File: src/rtl/gpio_pkg.sv
// GPIO peripheral shared definitions: register offsets, bus widths, mask helpers.
package gpio_pkg;

  localparam int unsigned BUS_DW  = 32;
  localparam int unsigned BUS_AW  = 3;
  localparam int unsigned BUS_BEW = 4;

  localparam logic [BUS_AW-1:0] GPIO_IN      = 3'd0;
  localparam logic [BUS_AW-1:0] GPIO_OUT     = 3'd1;
  localparam logic [BUS_AW-1:0] GPIO_OE      = 3'd2;
  localparam logic [BUS_AW-1:0] GPIO_OUT_SET = 3'd3;
  localparam logic [BUS_AW-1:0] GPIO_OUT_CLR = 3'd4;
  localparam logic [BUS_AW-1:0] GPIO_RISE_EN = 3'd5;
  localparam logic [BUS_AW-1:0] GPIO_FALL_EN = 3'd6;
  localparam logic [BUS_AW-1:0] GPIO_STATUS  = 3'd7;

  // Expand per-byte enables into a per-bit write mask.
  function automatic logic [BUS_DW-1:0] be_mask(input logic [BUS_BEW-1:0] be);
    logic [BUS_DW-1:0] m;
    m = '0;
    for (int unsigned i = 0; i < BUS_BEW; i++) begin
      m[8*i +: 8] = {8{be[i]}};
    end
    return m;
  endfunction

  // Ones in the low n bit positions; marks which register bits exist.
  function automatic logic [BUS_DW-1:0] pin_mask(input int unsigned n);
    logic [BUS_DW-1:0] m;
    m = '0;
    for (int unsigned i = 0; i < BUS_DW; i++) begin
      if (i < n) m[i] = 1'b1;
    end
    return m;
  endfunction

endpackage

File: src/rtl/gpio_bus_if.sv
// Core data-bus port (req/gnt/rvalid) as seen by the GPIO peripheral.
interface gpio_bus_if;
  import gpio_pkg::*;

  logic                gpio_req;
  logic                gpio_sel;
  logic                gpio_write;
  logic [BUS_AW-1:0]   gpio_addr;
  logic [BUS_BEW-1:0]  gpio_be;
  logic [BUS_DW-1:0]   gpio_wdata;
  logic                gpio_gnt;
  logic                gpio_rvalid;
  logic [BUS_DW-1:0]   gpio_rdata;

  modport master (
    output gpio_req, gpio_sel, gpio_write, gpio_addr, gpio_be, gpio_wdata,
    input  gpio_gnt, gpio_rvalid, gpio_rdata
  );

  modport slave (
    input  gpio_req, gpio_sel, gpio_write, gpio_addr, gpio_be, gpio_wdata,
    output gpio_gnt, gpio_rvalid, gpio_rdata
  );
endinterface

File: src/rtl/gpio_sync_edge.sv
// Pin input synchroniser with one-cycle history for rise/fall edge detection.
module gpio_sync_edge #(
  parameter int unsigned N_PINS      = 16,
  parameter int unsigned SYNC_STAGES = 2
) (
  input  logic              i_clk,
  input  logic              i_rst_n,
  input  logic [N_PINS-1:0] i_pins,
  output logic [N_PINS-1:0] o_sync,
  output logic [N_PINS-1:0] o_rise,
  output logic [N_PINS-1:0] o_fall
);

  logic [SYNC_STAGES-1:0][N_PINS-1:0] r_chain;
  logic [N_PINS-1:0]                  r_prev;
  logic [N_PINS-1:0]                  w_sync;

  assign w_sync = r_chain[SYNC_STAGES-1];

  // Shift pins through the synchroniser; remember last synchronised value.
  always_ff @(posedge i_clk or negedge i_rst_n) begin
    if (!i_rst_n) begin
      r_chain <= '0;
      r_prev  <= '0;
    end else begin
      r_chain <= {r_chain[SYNC_STAGES-2:0], i_pins};
      r_prev  <= w_sync;
    end
  end

  assign o_sync = w_sync;
  assign o_rise = w_sync & ~r_prev;
  assign o_fall = ~w_sync & r_prev;

endmodule

File: src/rtl/gpio_irq_ctrl.sv
// GPIO peripheral: N_PINS in/out/oe, atomic set/clear, edge interrupts with W1C status.
module gpio_irq_ctrl
  import gpio_pkg::*;
#(
  parameter int unsigned N_PINS      = 16,
  parameter int unsigned SYNC_STAGES = 2,
  parameter logic [31:0] OUT_RST     = '0
) (
  input  logic              HCLK,
  input  logic              HRESETn,
  gpio_bus_if.slave         bus,
  input  logic [N_PINS-1:0] gpin,
  output logic [N_PINS-1:0] gpout,
  output logic [N_PINS-1:0] gpoe,
  output logic              irq
);

  localparam logic [BUS_DW-1:0] PIN_MASK = pin_mask(N_PINS);

  logic              w_acc;
  logic              w_wr;
  logic              w_rd;
  logic [BUS_DW-1:0] w_wmask;
  logic [N_PINS-1:0] w_wbits;
  logic [N_PINS-1:0] w_wkeep;
  logic [BUS_DW-1:0] w_rdata;
  logic [N_PINS-1:0] w_sync;
  logic [N_PINS-1:0] w_rise;
  logic [N_PINS-1:0] w_fall;
  logic [N_PINS-1:0] w_w1c;
  logic [N_PINS-1:0] w_status_next;
  logic              w_unused;

  logic [N_PINS-1:0] r_out;
  logic [N_PINS-1:0] r_oe;
  logic [N_PINS-1:0] r_rise_en;
  logic [N_PINS-1:0] r_fall_en;
  logic [N_PINS-1:0] r_status;
  logic              r_irq;
  logic              r_rvalid;
  logic [BUS_DW-1:0] r_rdata;

  assign w_acc   = bus.gpio_req & bus.gpio_sel;
  assign w_wr    = w_acc & bus.gpio_write;
  assign w_rd    = w_acc & ~bus.gpio_write;
  assign w_wmask = be_mask(bus.gpio_be) & PIN_MASK;
  assign w_wbits = bus.gpio_wdata[N_PINS-1:0] & w_wmask[N_PINS-1:0];
  assign w_wkeep = ~w_wmask[N_PINS-1:0];
  // Bits above N_PINS do not exist; writes to them are dropped.
  assign w_unused = ^{bus.gpio_wdata & ~PIN_MASK, w_wmask & ~PIN_MASK};

  gpio_sync_edge #(
    .N_PINS      (N_PINS),
    .SYNC_STAGES (SYNC_STAGES)
  ) u_sync (
    .i_clk   (HCLK),
    .i_rst_n (HRESETn),
    .i_pins  (gpin),
    .o_sync  (w_sync),
    .o_rise  (w_rise),
    .o_fall  (w_fall)
  );

  // Read mux: register contents before any same-cycle write.
  always_comb begin
    w_rdata = '0;
    case (bus.gpio_addr)
      GPIO_IN:      w_rdata = 32'(w_sync);
      GPIO_OUT:     w_rdata = 32'(r_out);
      GPIO_OE:      w_rdata = 32'(r_oe);
      GPIO_RISE_EN: w_rdata = 32'(r_rise_en);
      GPIO_FALL_EN: w_rdata = 32'(r_fall_en);
      GPIO_STATUS:  w_rdata = 32'(r_status);
      default:      w_rdata = '0;
    endcase
  end

  // Pending-edge update: a new edge wins over a same-cycle W1C.
  always_comb begin
    w_w1c = '0;
    if (w_wr && (bus.gpio_addr == GPIO_STATUS)) w_w1c = w_wbits;
    w_status_next = (r_status & ~w_w1c) | (w_rise & r_rise_en) | (w_fall & r_fall_en);
  end

  // Register file writes with byte enables and atomic set/clear.
  always_ff @(posedge HCLK or negedge HRESETn) begin
    if (!HRESETn) begin
      r_out     <= OUT_RST[N_PINS-1:0];
      r_oe      <= '0;
      r_rise_en <= '0;
      r_fall_en <= '0;
    end else if (w_wr) begin
      case (bus.gpio_addr)
        GPIO_OUT:     r_out     <= (r_out & w_wkeep) | w_wbits;
        GPIO_OE:      r_oe      <= (r_oe & w_wkeep) | w_wbits;
        GPIO_OUT_SET: r_out     <= r_out | w_wbits;
        GPIO_OUT_CLR: r_out     <= r_out & ~w_wbits;
        GPIO_RISE_EN: r_rise_en <= (r_rise_en & w_wkeep) | w_wbits;
        GPIO_FALL_EN: r_fall_en <= (r_fall_en & w_wkeep) | w_wbits;
        default:      ;
      endcase
    end
  end

  // Status register and level interrupt derived from its next value.
  always_ff @(posedge HCLK or negedge HRESETn) begin
    if (!HRESETn) begin
      r_status <= '0;
      r_irq    <= 1'b0;
    end else begin
      r_status <= w_status_next;
      r_irq    <= |w_status_next;
    end
  end

  // Single-cycle response for every accepted request.
  always_ff @(posedge HCLK or negedge HRESETn) begin
    if (!HRESETn) begin
      r_rvalid <= 1'b0;
      r_rdata  <= '0;
    end else begin
      r_rvalid <= w_acc;
      r_rdata  <= w_rd ? w_rdata : '0;
    end
  end

  assign bus.gpio_gnt    = w_acc;
  assign bus.gpio_rvalid = r_rvalid;
  assign bus.gpio_rdata  = r_rdata;
  assign gpout           = r_out;
  assign gpoe            = r_oe;
  assign irq             = r_irq;

endmodule

File: src/flat_wrapper.sv
// flat-port wrapper written by rule: the top's interface ports become plain ports
module gpio_irq_ctrl_flat import gpio_pkg::*;
#(
  parameter int unsigned N_PINS      = 16,
  parameter int unsigned SYNC_STAGES = 2,
  parameter logic [31:0] OUT_RST     = '0
)
  (HCLK, HRESETn, gpin, gpout, gpoe, irq, bus_gpio_req, bus_gpio_sel, bus_gpio_write, bus_gpio_addr, bus_gpio_be, bus_gpio_wdata, bus_gpio_gnt, bus_gpio_rvalid, bus_gpio_rdata);
  gpio_bus_if bus_i ();
  input  logic HCLK;
  input  logic HRESETn;
  input  logic [N_PINS-1:0] gpin;
  output logic [N_PINS-1:0] gpout;
  output logic [N_PINS-1:0] gpoe;
  output logic irq;
  input wire logic [$bits(bus_i.gpio_req)-1:0] bus_gpio_req;
  input wire logic [$bits(bus_i.gpio_sel)-1:0] bus_gpio_sel;
  input wire logic [$bits(bus_i.gpio_write)-1:0] bus_gpio_write;
  input wire logic [$bits(bus_i.gpio_addr)-1:0] bus_gpio_addr;
  input wire logic [$bits(bus_i.gpio_be)-1:0] bus_gpio_be;
  input wire logic [$bits(bus_i.gpio_wdata)-1:0] bus_gpio_wdata;
  output wire logic [$bits(bus_i.gpio_gnt)-1:0] bus_gpio_gnt;
  output wire logic [$bits(bus_i.gpio_rvalid)-1:0] bus_gpio_rvalid;
  output wire logic [$bits(bus_i.gpio_rdata)-1:0] bus_gpio_rdata;
  assign bus_i.gpio_req = bus_gpio_req;
  assign bus_i.gpio_sel = bus_gpio_sel;
  assign bus_i.gpio_write = bus_gpio_write;
  assign bus_i.gpio_addr = bus_gpio_addr;
  assign bus_i.gpio_be = bus_gpio_be;
  assign bus_i.gpio_wdata = bus_gpio_wdata;
  assign bus_gpio_gnt = bus_i.gpio_gnt;
  assign bus_gpio_rvalid = bus_i.gpio_rvalid;
  assign bus_gpio_rdata = bus_i.gpio_rdata;
  gpio_irq_ctrl #(.N_PINS(N_PINS), .SYNC_STAGES(SYNC_STAGES), .OUT_RST(OUT_RST)) u_core (.HCLK(HCLK), .HRESETn(HRESETn), .bus(bus_i), .gpin(gpin), .gpout(gpout), .gpoe(gpoe), .irq(irq));
endmodule
File: config.mk
export PLATFORM = sky130hd
export DESIGN_NAME = gpio_irq_ctrl_flat
export DESIGN_NICKNAME = d
export VERILOG_FILES = /design/src/rtl/gpio_pkg.sv /design/src/rtl/gpio_bus_if.sv /design/src/rtl/gpio_sync_edge.sv /design/src/rtl/gpio_irq_ctrl.sv /design/src/flat_wrapper.sv
export SDC_FILE = /design/constraint.sdc
export NUM_CORES = 1
export LEC_CHECK = 0
export CAP_MARGIN = 40
export CORE_AREA = 2 2 86 171
export DETAILED_ROUTE_END_ITERATION = 6
export DIE_AREA = 0 0 88 173
export PLACE_DENSITY = 0.71
export SETUP_SLACK_MARGIN = 0.05
export SLEW_MARGIN = 20
export SYNTH_ARGS = -nofsm -noshare
export SYNTH_HDL_FRONTEND = slang
export SYNTH_SLANG_ARGS = --single-unit
File: constraint.sdc
create_clock -name HCLK -period 2 [get_ports HCLK]
set_input_delay 0.6 -clock HCLK [delete_from_list [all_inputs] [get_ports HCLK]]
set_output_delay 0.6 -clock HCLK [all_outputs]
set_load 0.02 [all_outputs]
==> After elaboration in Yosys (flattened, before gate mapping) <==
Index checks and enable logic that the tools add are counted.
{ "word_totals": {"out_inout_bits": 67, "wordCells": 57, "register_bits": 162, "input_bits": 60} }
{ "op_classes": {"n_mux": 4, "eq_ne": 7, "bitwise": 27, "reduce_logical": 8} }
{ "ops": {"columns": ["operator", "n"], "rows": [
  ["$and 16x16->16", 11],
  ["$or 16x16->16", 7],
  ["$pmux 16 s6", 1],
  ["$not 16->16", 5],
  ["$pmux 16 s3", 1],
  ["$mux 16", 2],
  ["$reduce_or 16->1", 1],
  ["$eq 3x3->1 const B", 4],
  ["$reduce_and 2->1", 4],
  ["$eq 3x2->1 const B", 2],
  ["$and 1x1->1", 3],
  ["$eq 3x1->1 const B", 1],
  ["$logic_not 3->1", 1],
  ["$reduce_bool 3->1", 1],
  ["$logic_and 1x1->1", 1],
  ["$not 1->1", 1]
]} }

==> Longest topological paths before layout <==
{ "depth": {"ltp_word": 9, "depth_mapped": 7, "depth_no_buf": 5} }

==> By module <==
Synthesis repeated with hierarchy kept, for this count alone.
{ "hier_totals": {"cells_unflattened": 519, "area_unflattened_um2": 6251.0} }
{ "modules_own_cells": {"columns": ["mod", "cells_each", "instances", "area_per_inst_um2"], "rows": [
  ["gpio_irq_ctrl", 423, 1, 4649.5],
  ["gpio_sync_edge", 96, 1, 1601.5]
]} }

==> Least setup slack after synthesis <==
No wires, ideal clock.
{ "synth_timing": {"kind": "input to register", "startpoint": "in bus_gpio_req", "endpoint": "reg u_core.r_irq (netlist: u_core.irq)", "slack_ns": -0.262, "path_buffers": 1, "arrival_ns": 2.123, "path_stages": 6, "path_cell_list": "and4_1 buf_2 nand3_1 a21o_1 or4_1 or4_1"} }
{ "synth_between": {"elab_chain_cells": 9} }
{ "synth_rtl": {"columns": ["item", "line", "source"], "rows": [
  ["start: declaration", "flat_wrapper.sv:16", "input wire logic [$bits(bus_i.gpio_req)-1:0] bus_gpio_req;"],
  ["$and 1x1->1", "gpio_irq_ctrl.sv:43", "assign w_acc = bus.gpio_req & bus.gpio_sel;"],
  ["$and 1x1->1", "gpio_irq_ctrl.sv:44", "assign w_wr = w_acc & bus.gpio_write;"],
  ["$logic_and 1x1->1", "gpio_irq_ctrl.sv:81", "if (w_wr && (bus.gpio_addr == GPIO_STATUS)) w_w1c = w_wbits;"],
  ["$mux 16", "gpio_irq_ctrl.sv:81", null],
  ["$not 16->16", "gpio_irq_ctrl.sv:82", "w_status_next = (r_status & ~w_w1c) | (w_rise & r_rise_en) | (w_fall & r_fall_en);"],
  ["$and 16x16->16", "gpio_irq_ctrl.sv:82", null],
  ["$or 16x16->16 (2 in series)", "gpio_irq_ctrl.sv:82", null],
  ["net u_core.w_status_next[3]", "gpio_irq_ctrl.sv:31", "logic [N_PINS-1:0] w_status_next;"],
  ["$reduce_or 16->1", "gpio_irq_ctrl.sv:112", "r_irq <= |w_status_next;"],
  ["end signal: assignment", "gpio_irq_ctrl.sv:112", null],
  ["end: declaration", "gpio_irq_ctrl.sv:39", "logic r_irq;"]
]} }
The timed path passes the listed nets, and every way through them passes these cells.
A chain may end at the register's enable or synchronous reset.

==> Final worst setup path <==
{ "layout_timing": {"startpoint": "in bus_gpio_write", "endpoint": "reg u_core.r_irq (netlist: u_core.irq)"} }
{ "layout_between": {"elab_chain_cells": 8} }
{ "layout_rtl": {"columns": ["item", "line", "source"], "rows": [
  ["start: declaration", "flat_wrapper.sv:18", "input wire logic [$bits(bus_i.gpio_write)-1:0] bus_gpio_write;"],
  ["$and 1x1->1", "gpio_irq_ctrl.sv:44", null],
  ["$logic_and 1x1->1", "gpio_irq_ctrl.sv:81", null],
  ["$mux 16", "gpio_irq_ctrl.sv:81", null],
  ["$not 16->16", "gpio_irq_ctrl.sv:82", null],
  ["$and 16x16->16", "gpio_irq_ctrl.sv:82", null],
  ["$or 16x16->16 (2 in series)", "gpio_irq_ctrl.sv:82", null],
  ["net u_core.w_status_next[2]", "gpio_irq_ctrl.sv:31", null],
  ["$reduce_or 16->1", "gpio_irq_ctrl.sv:112", null]
]} }
The timed path passes the listed nets, and every way through them passes these cells.

==> impl_metrics.csv <==
group,metric,value,unit
outcome,outcome,"finished with violations",
outcome,failing_checks,"setup timing",
yosys,synth-adder-area-share,0,%
critical_path,slowest_stage_cell_on_the_critical_path,"sky130_fd_sc_hd__or4_4",
yosys,synth_top_family_by_area,"compound AO/OA/AOI/OAI gates",
yosys,postSynthCellCount,510,
grt,track_usage,23.5,%
cts,hold_buffers,0,
timing,maximum_achievable_frequency,489,MHz
critical_path,timing.critical_path.max_delay_family,"simple AND/OR/NAND/NOR gates",
run,cap_violations,0,
critical_path,timing_worst_setup_path_type,"in -> reg",
cts,cts_made_buffers,17,
timing,grt_setup_unrepaired,"true",
yosys,synth_top_area_share,60.8,%
critical_path,cp_cell_sequence,"buf_6, and4_4, buf_6, nand3_2, a21o_1, or4_4, or4_4",
detailed_routing,via_per_inst,5.62,
cts,clk_pin_slew_worst_paths,0.06,ns
yosys,syn-mean-instance-area,11.8,um2
final_layout,layout-area-overhead-vs-synth,38.0,%
die,die_height,173,um
yosys,synth.area.top_cells,"sky130_fd_sc_hd__dfrtp_1, sky130_fd_sc_hd__mux2_2, sky130_fd_sc_hd__a22oi_1",
final_layout,register_area,0.00365,mm2
timing,worst_case_clock_skew,0.00497,ns
die,core-area,0.0138,mm2
timing,setup-violations-final,1,
detailed_routing,drt_pre_antenna_iters,5,
final_layout,multi_input_area,0.00225,mm2
final_layout,drive_gt1_share,25.5,%
final_layout,antenna-diode-count,0,
die,ios,127,
critical_path,nature_of_the_critical_path_startpoint,"input port",
placement,portBuffers,92,
cts,cts_tree,"yes",
timing,layout_worst_path_cycle_share,102,%
yosys,synth_xor_area_share,0,%
critical_path,cpPeakStageDelay,0.53,ns
detailed_routing,drtAntennaViolNets,0,
grt,grt_pass1_vias,5249,
die,number_of_cell_rows,61,
critical_path,path_buf_inv,2,
placement,gpl.final_weighted_congestion,0.885,
grt,number_of_antenna_violations_at_the_first_check_in_global_routing,0,
detailed_routing,routed-via-count,4916,
timing,finalHoldViolations,0,
cts,worstSkewPairLatency,0.42,ns
timing,post_route_hold_slack,0.0959,ns
placement,hpwl,12300,um
yosys,synth_compound_area_share,14.9,%
cts,clock_tree.htree_level_count,4,
grt,grt_max_degree,46,
timing,final.setup.worst_slack,-0.0467,ns
final_layout,finish.net_count,733,
critical_path,critical_path_required,2.29,ns
pwr,worst_ir_drop_vdd,0.617,mV
die,initial_core_util,43.5,%
detailed_routing,drcViolationCount,0,
final_layout,nFillCells,1144,
yosys,synth_seq_cells,146,
detailed_routing,route.final.wire_length,17300,um
critical_path,worst-path-max-fanout,3,
grt,grt_overflow_total,0,
placement,placement.cell_area,0.00752,mm2
yosys,ys_warn_count,0,
cts,ctsRootBufferMaster,"sky130_fd_sc_hd__clkbuf_16",
cts,cts.sink_count,146,
critical_path,critPathArrivalTime,2.33,ns
yosys,post_synth_mux_area_share,8.99,%
timing,finalCriticalPeriod,2.05,ns
detailed_routing,drt-initial-drc-count,411,
die,chipWidth,88,um
yosys,ys_seq_area_share,60.8,%
critical_path,category_of_the_worst_setup_path_capture_point,"register",
final_layout,utilization,60.0,%
pwr,cellPowerDensity,903,mW/mm2
final_layout,final_cell_area,0.00830,mm2
cts,ctsLongestPathBuffers,2,
yosys,synth.lib_cells_used.distinct,33,
yosys,post_synth_and_or_nand_nor_area_fraction,11.6,%
die,die_area,0.0152,mm2
yosys,biggest_area_consumer_among_synthesized_cells,"sky130_fd_sc_hd__dfrtp_1",
pwr,leakagePower,3.83,nW
grt,global_route_wire_length_before_repair,26900,um
detailed_routing,avgRoutedWirePerCell,19.8,um
worst_hold_path,hp-class,"in -> async",
yosys,post_synth_instance_area,0.00601,mm2
timing,finalMaxSlewViolations,0,
[worst paths after layout]
path | slack [ns] | from | end | depth (start not counted)
worst max-delay path | -0.05 | bus_gpio_write | u_core.irq | 7
worst min-delay path | 0.1 | HRESETn | u_core.u_sync.r_chain[7] | 1
worst max register to register | 0.02 | u_core.u_sync.o_sync[14] | u_core.irq | 5
worst min register to register | 0.35 | u_core.u_sync.r_chain[0] | u_core.u_sync.o_sync[0] | 0
max in group asynchronous | 1.26 | HRESETn | u_core.u_sync.o_sync[14] | 2
min in group HCLK | 0.35 | u_core.u_sync.r_chain[0] | u_core.u_sync.o_sync[0] | 0
[placed cells by master, fill, tap and decap left out, types with 6 or more instances in the layout]
cell / n
sky130_fd_sc_hd__dfrtp_1: 146
sky130_fd_sc_hd__buf_4: 62
sky130_fd_sc_hd__nand2_1: 54
sky130_fd_sc_hd__a22oi_1: 48
sky130_fd_sc_hd__mux2_2: 48
sky130_fd_sc_hd__dlygate4sd2_1: 48
sky130_fd_sc_hd__a21oi_1: 26
sky130_fd_sc_hd__clkdlybuf4s50_1: 23
sky130_fd_sc_hd__nor2_1: 18
sky130_fd_sc_hd__nand3b_1: 17
sky130_fd_sc_hd__o21ai_0: 17
sky130_fd_sc_hd__clkbuf_16: 17
sky130_fd_sc_hd__a21o_1: 16
sky130_fd_sc_hd__a31oi_1: 16
sky130_fd_sc_hd__conb_1: 16
sky130_fd_sc_hd__buf_6: 13
sky130_fd_sc_hd__nand2b_1: 11
sky130_fd_sc_hd__nor3_1: 11
sky130_fd_sc_hd__dlymetal6s2s_1: 11
sky130_fd_sc_hd__o211ai_1: 8
sky130_fd_sc_hd__buf_12: 6
[power breakdown]
group	switching (mW)	internal, mW
registers	0.189	3.19
clock network	1.19	2.02
logic	0.461	0.432
total	1.84	5.65
[cell type report]
class	instances	share of cell area, %
clock buffers	23	5.64
clock inverters	9	1.57
inverters	2	0.0905
multi-input cells	340	27.2
flip-flops and latches	146	44.0
well taps	189	2.85
repair buffers	166	18.6
[synthesized netlist by cell type]
library cell / count
sky130_fd_sc_hd__a21o_1: 16
sky130_fd_sc_hd__buf_2: 4
sky130_fd_sc_hd__clkbuf_1: 15
sky130_fd_sc_hd__and4_1: 2
sky130_fd_sc_hd__mux2_2: 48
sky130_fd_sc_hd__nand4b_1: 1
sky130_fd_sc_hd__a31oi_1: 16
sky130_fd_sc_hd__a22oi_1: 48
sky130_fd_sc_hd__o211ai_1: 8
sky130_fd_sc_hd__inv_1: 2
sky130_fd_sc_hd__buf_6: 1
sky130_fd_sc_hd__nor2b_1: 1
sky130_fd_sc_hd__nand3b_1: 17
sky130_fd_sc_hd__and3_1: 1
sky130_fd_sc_hd__or4_1: 3
sky130_fd_sc_hd__nand2_1: 56
sky130_fd_sc_hd__nand4_1: 2
sky130_fd_sc_hd__buf_4: 17
sky130_fd_sc_hd__a21oi_1: 26
sky130_fd_sc_hd__nand2b_1: 11
sky130_fd_sc_hd__and2b_1: 1
sky130_fd_sc_hd__and2_1: 4
sky130_fd_sc_hd__o2111ai_1: 1
sky130_fd_sc_hd__o221ai_1: 1
sky130_fd_sc_hd__nand3_1: 7
sky130_fd_sc_hd__nor3_1: 13
sky130_fd_sc_hd__nor3b_1: 1
sky130_fd_sc_hd__conb_1: 1
sky130_fd_sc_hd__nor4_1: 1
sky130_fd_sc_hd__o21ai_0: 20
sky130_fd_sc_hd__nor2_1: 18
sky130_fd_sc_hd__dfrtp_1: 146
sky130_fd_sc_hd__o41ai_1: 1
[routing by layer]
metal  share of wire, %  GRT usage [%]
met5                  0              0
met4                5.5           14.2
met3                4.9           4.96
met2                 55           40.9
met1                 35           25.2
[cell families after synthesis]
group           after synthesis
compound gates              137
buf+inv                      39
flops                       146
mux                          48
other cells                   1
simple gates                139
[per-stage QoR]
stage / TNS (ns) / power [mW] / setup slack, ns / instances
after floorplan: -0.242 / 3.82 / -0.242 / 525
after global placement: -35.85 / 4.26 / -0.886 / 825
after detailed placement: -39.30 / 4.30 / -0.979 / 825
after CTS: -0.0227 / 7.47 / -0.0227 / 867
after global routing: -0.0748 / 7.75 / -0.0748 / 875
final: -0.0467 / 7.49 / -0.0467 / 875
[repair_timing]
item | in CTS | in global routing
endpoints found under the hold margin | 0 | 0
gates resized for setup | 98 | 29
buffers inserted | 10 | 8
setup endpoints to repair | 113 | 11
pin swaps | 12 | 11
No activity file was read; power rests on OpenSTA's default activity.
